File: src/rtl/f2i_arbiter.sv
// ----------------------------------------------------------------------------
// f2i_arbiter
//
// Shares one combinational float_to_integer converter between two requesters.
// Requests are arbitrated round-robin. The converted integer, its exception
// flags and the winning requester's ID are captured in a result register.
// That register is held until the consumer takes it. The block also keeps
// per-requester sticky exception flags and a saturating count of accepted
// conversions.
//
// Handshake: a transfer happens on a rising edge where valid and ready are
// both 1. A requester holds its operand stable while valid=1 and ready=0.
// reqN_ready is combinational from the valids, the last-grant pointer and
// the result-register state. resp_ready may change freely; a FULL register
// with resp_ready=1 can drain and reload in the same cycle.
//
// Ports:
//   clk, clrn                 clock, asynchronous active-low reset
//   req0_valid/req0_a/req0_ready  requester 0 operand handshake
//   req1_valid/req1_a/req1_ready  requester 1 operand handshake
//   resp_valid/resp_ready     result handshake
//   resp_id                   requester that owns the result
//   resp_d                    converted signed 32-bit integer
//   resp_p_lost/denorm/invalid  exception flags for the result
//   flags0/flags1             sticky {invalid, denorm, p_lost} per requester
//   clr_flags0/clr_flags1     synchronous clears of the sticky flags
//   conv_count                accepted conversions, saturating at all-ones
// ----------------------------------------------------------------------------

// float_to_integer
// Converts an IEEE-754 single to a signed 32-bit integer, truncating toward
// zero.
//   zero          -> d=0, no flags
//   denormal      -> d=0, denorm=1, p_lost=1 (a nonzero value became 0)
//   |a| < 1       -> d=0, p_lost=1
//   out of range, inf or NaN -> d=32'h80000000, invalid=1
//   exactly -2^31 -> d=32'h80000000, no flags
//   otherwise     -> d = truncated value, p_lost=1 when fraction bits drop
module float_to_integer (
  input  logic [31:0] a,
  output logic [31:0] d,
  output logic        p_lost,
  output logic        denorm,
  output logic        invalid
);
  logic        sign;
  logic [7:0]  expo;
  logic [22:0] frac;
  logic        is_zero;
  logic [7:0]  shift_r;
  logic [55:0] frac0;
  logic [55:0] f_abs;
  logic [31:0] mag;

  assign sign    = a[31];
  assign expo    = a[30:23];
  assign frac    = a[22:0];
  assign denorm  = (expo == 8'd0) && (frac != 23'd0);
  assign is_zero = (expo == 8'd0) && (frac == 23'd0);
  // Hidden bit at bit 55. After shifting right by 158-exp, bits [55:24]
  // hold the integer part and bits [23:0] hold the dropped fraction.
  assign frac0   = {1'b1, frac, 32'd0};
  assign shift_r = 8'd158 - expo;

  always_comb begin
    d       = 32'd0;
    p_lost  = 1'b0;
    invalid = 1'b0;
    f_abs   = 56'd0;
    mag     = 32'd0;
    if (denorm) begin
      p_lost = 1'b1;
    end else if (is_zero) begin
      d = 32'd0;
    end else if ((expo > 8'd158) ||
                 ((expo == 8'd158) && !(sign && (frac == 23'd0)))) begin
      // |a| >= 2^31, except exactly -2^31 which still fits.
      invalid = 1'b1;
      d       = 32'h8000_0000;
    end else if (expo < 8'd127) begin
      p_lost = 1'b1;
    end else begin
      f_abs  = frac0 >> shift_r;
      mag    = f_abs[55:24];
      p_lost = |f_abs[23:0];
      d      = sign ? (~mag + 32'd1) : mag;
    end
  end
endmodule

module f2i_arbiter #(
  parameter int CNT_W = 16
) (
  input  logic             clk,
  input  logic             clrn,
  input  logic             req0_valid,
  input  logic [31:0]      req0_a,
  output logic             req0_ready,
  input  logic             req1_valid,
  input  logic [31:0]      req1_a,
  output logic             req1_ready,
  output logic             resp_valid,
  input  logic             resp_ready,
  output logic             resp_id,
  output logic [31:0]      resp_d,
  output logic             resp_p_lost,
  output logic             resp_denorm,
  output logic             resp_invalid,
  output logic [2:0]       flags0,
  output logic [2:0]       flags1,
  input  logic             clr_flags0,
  input  logic             clr_flags1,
  output logic [CNT_W-1:0] conv_count
);
  typedef enum logic {EMPTY = 1'b0, FULL = 1'b1} state_t;

  state_t      state;
  logic        last_grant;
  logic        accept_ok;
  logic        winner;
  logic        accept;
  logic [31:0] conv_a;
  logic [31:0] conv_d;
  logic        conv_p_lost;
  logic        conv_denorm;
  logic        conv_invalid;
  logic [2:0]  new_flags;

  always_comb begin
    accept_ok = (state == EMPTY) || resp_ready;
    // On a tie the requester not granted last wins; otherwise the only
    // valid requester wins (winner is don't-care when neither is valid).
    if (req0_valid && req1_valid) winner = ~last_grant;
    else                          winner = req1_valid;
    accept = accept_ok && (req0_valid || req1_valid);
  end

  assign req0_ready = accept && !winner;
  assign req1_ready = accept && winner;
  assign conv_a     = winner ? req1_a : req0_a;
  assign resp_valid = (state == FULL);
  assign new_flags  = {conv_invalid, conv_denorm, conv_p_lost};

  float_to_integer u_f2i (
    .a       (conv_a),
    .d       (conv_d),
    .p_lost  (conv_p_lost),
    .denorm  (conv_denorm),
    .invalid (conv_invalid)
  );

  always_ff @(posedge clk or negedge clrn) begin
    if (!clrn) begin
      state        <= EMPTY;
      last_grant   <= 1'b1;
      resp_id      <= 1'b0;
      resp_d       <= 32'd0;
      resp_p_lost  <= 1'b0;
      resp_denorm  <= 1'b0;
      resp_invalid <= 1'b0;
      flags0       <= 3'b000;
      flags1       <= 3'b000;
      conv_count   <= '0;
    end else begin
      if (accept) begin
        state        <= FULL;
        last_grant   <= winner;
        resp_id      <= winner;
        resp_d       <= conv_d;
        resp_p_lost  <= conv_p_lost;
        resp_denorm  <= conv_denorm;
        resp_invalid <= conv_invalid;
        if (conv_count != {CNT_W{1'b1}}) conv_count <= conv_count + CNT_W'(1);
      end else if ((state == FULL) && resp_ready) begin
        state <= EMPTY;
      end
      // A clear drops the old bits only; flags from this cycle's conversion
      // still land.
      flags0 <= (clr_flags0 ? 3'b000 : flags0) |
                ((accept && !winner) ? new_flags : 3'b000);
      flags1 <= (clr_flags1 ? 3'b000 : flags1) |
                ((accept && winner) ? new_flags : 3'b000);
    end
  end
endmodule

File: config.mk
export PLATFORM = sky130hd
export DESIGN_NAME = f2i_arbiter
export DESIGN_NICKNAME = d
export VERILOG_FILES = /design/src/rtl/f2i_arbiter.sv
export SDC_FILE = /design/constraint.sdc
export NUM_CORES = 1
export LEC_CHECK = 0
export BUFFER_PORTS_ARGS = -buffer_cell sky130_fd_sc_hd__buf_2
export CAP_MARGIN = 25
export CORE_MARGIN = 5
export CORE_UTILIZATION = 52
export CTS_CLUSTER_SIZE = 14
export DETAILED_ROUTE_END_ITERATION = 16
export PLACE_DENSITY = 0.84
export SLEW_MARGIN = 10
export SYNTH_ARGS = -nofsm -noshare
export SYNTH_HDL_FRONTEND = slang
export SYNTH_SLANG_ARGS = --single-unit
File: constraint.sdc
create_clock -name clk -period 4.35 [get_ports clk]
set_input_delay 0.87 -clock clk [delete_from_list [all_inputs] [get_ports clk]]
set_output_delay 0.87 -clock clk [all_outputs]
set_load 0.01 [all_outputs]
==> reports/results.tsv <==
metric	value	unit
CP max stage cell	a2111oi_4	
DR vias	8422	
Seq/Total Area, Yosys	0.2116	
dpl cell area	8881	sq um
routed wl met2	13170	um
worst hold path type	flop to flop	
GP Congestion	1.071	
DRT met1 WL	11100	um
Inserted Clock Buffers	9	
reg2reg start	last_grant	
Cells after Synth	874	
clk sinks	60	
Die W	126.9	um
WL per Instance	21.42	um
Slew @ Worst Pin	1070	ps
Pleak	0.004317	uW
fraction of layout cells with a size suffix above 1	0.3446	
status	finished clean	
CTS tree	yes	
P&R area growth vs syn	29.77	%
DRT Pass-1 Iters	5	
synthesized cell area	7103	sq um
pin count of the biggest net entering global routing	61	
fin. max-slew vios	0	
critical path startpoint category	primary input	
Hold Slack	477.7	ps
postcts setup bufs	0	
Hold Fails Final Rpt	0	
Final ANT Viol Nets	0	
Critical Path Max Stage Delay	360	ps
Worst-Skew Late Latency	340	ps
CP cell instances	clkbuf_4, buf_12, nand3b_1, nand2_2, buf_4, a2111oi_4, nand2_1, a32oi_2, buf_4, a21o_1, and4bb_2, nand4_4, buf_4, nor4_1, o31ai_1, o311ai_1	
Final Cell Area	9218	sq um
crit path DAT	4360	ps
WS Path Type	primary input to flop	
Tmin final	4140	ps
first-pass GRT wire length	43520	um
DP Worst Slack	-64.74	ps
slew margin rel.	0.2849	
H-tree levels	3	
Hold Crit Start	resp_d[5]	
syn_area_per_cell	8.127	sq um
Remaining Overflow, GRT	0	
post-synth top area cell	dfrtp_1	
Die Y	126.9	um
DRT iter0 DRCs	1037	
Main synth FF type	dfrtp_1	
vias per cell	6.498	
fin worst setup slack	210.2	ps
crit path capture type	flop	
crit path launch	req0_a[23]	
cells taking the most area after synthesis	dfrtp_1 21%, mux2i_1 9.4%, nand2_1 6.1%	
Worst VDD drop	0.2295	mV
core area	13300	sq um
EDFF count, synth	0	
Clock Tree Buf Depth	2	
Final period util	0.9517	
Post-DP HPWL	22320	um
IO Port Bufs	131	
Synth async-reset ratio	1.000	
Routed Wire Length	27760	um
Layout Nets	1188	
die area	16100	sq um
DR top layer	met4	
CTS resizes	0	
Clock transition at path regs	60	ps
# diodes	0	
# rows	42	
Worst Skew	7.557	ps
Yosys top cell area share	0.2079	
initial antenna violation count	0	
Syn Nets	947	
count of cell types in the netlist	93	
vias in the first global route	8103	
clock root cell	clkbuf_16	
Critical Path RT	4570	ps
register bit count reported by yosys	60	
initial core utilization	0.5343	
Max-cap violations	0	
GRT Util Overall	0.3359	
peak fanout along the critical path	13	
Power Dens Cells	342.4	nW/um^2
setup violators final	0	
cell mode on critical path	buf_4	
DRC	0	
Top Ports	132	
fmax	0.2416	GHz
CTS Hold Bufs	0	
met3 WL	2446	um
yosys warns	0	
[state kept, by name, indices dropped and copies added, names as in the netlist]
signal and cells:
resp_id 1, conv_count 16, resp_valid 1, resp_d 32, resp_invalid 1, resp_p_lost 1
last_grant 1, flags0 3, resp_denorm 1, flags1 3
[cells by family after synthesis]
logic type | after synthesis | share of synthesized area
AOI/OAI and AO/OA | 247 | 0.2769
xor gates and xnor gates | 49 | 0.06148
adders and majority gates | 2 | 0.003522
buffers and inverters | 79 | 0.06782
DFF | 60 | 0.2116
muxes | 86 | 0.1270
and+or+nand+nor | 351 | 0.2517
[where the power goes]
part	internal [uW]	switching [uW]	total, uW
clock	446	272	718
combinational	742	982	1720
sequential	643	71.1	714
[per-stage QoR]
stage	utilization	power, uW	TNS, ps	instances
3_5_place_dp	0.6680	2380	-362.2	1280
5_1_grt	0.6933	3304	-4.123	1296
3_3_place_gp	0.6680	2342	0	1280
6_report	0.6933	3156	0	1296
2_1_floorplan	-	1691	0	874
4_1_cts	0.6906	3103	0	1296
[placed cells by master (no fill, tap or decap), drive strengths merged, types with 27 or more instances in the layout]
cell	n
buf	292
nand2	117
mux2i	69
nor2	62
dfrtp	59
o21ai	59
nand3	38
a21oi	32
nor4	32
xnor2	27
[routing by layer]
metal	vias up	GRT usage
met5	-	0
met4	0	0.1319
met3	85	0.05969
met2	506	0.5632
met1	4029	0.4295
li1	3802	-
[final timing paths]
| path | end | slack [ps] | cells past startpoint |
|---|---|---|---|
| worst max-delay path | resp_d[26] | 210 | 16 |
| worst min register to register | resp_d[5] | 480 | 2 |
| max in group asynchronous | resp_d[22] | 3180 | 2 |
| min in group asynchronous | resp_d[3] | 690 | 2 |
| worst min-delay path | resp_d[5] | 480 | 2 |
| worst max register to register | resp_d[8] | 470 | 17 |
[Yosys cell counts, types with 20 or more instances]
library cell and n:
a21oi_1 31, buf_2 20, dfrtp_1 59, mux2i_1 67, nand2_1 115, nand3_1 34, nor2_1 60, nor3_1 25
nor4_1 29, o21ai_0 43, xnor2_1 26, xor2_1 22
[worst max-delay path, delay by kind of cell]
family / cells / cell delay (ps)
buffers and inverters: 5 / 950
AO/OA/AOI/OAI: 5 / 1170
AND/OR/NAND/NOR: 6 / 1360
[final cells by class]
class	count	area, sq um
clock buffer	9	225.2
clock inverter	7	75.07
fill	1051	4078
inverter	16	60.06
multi-input combinational	735	5172
sequential	60	1503
tap	176	220.2
timing repair buffer	293	1962
No activity file was read; power rests on OpenSTA's default activity.
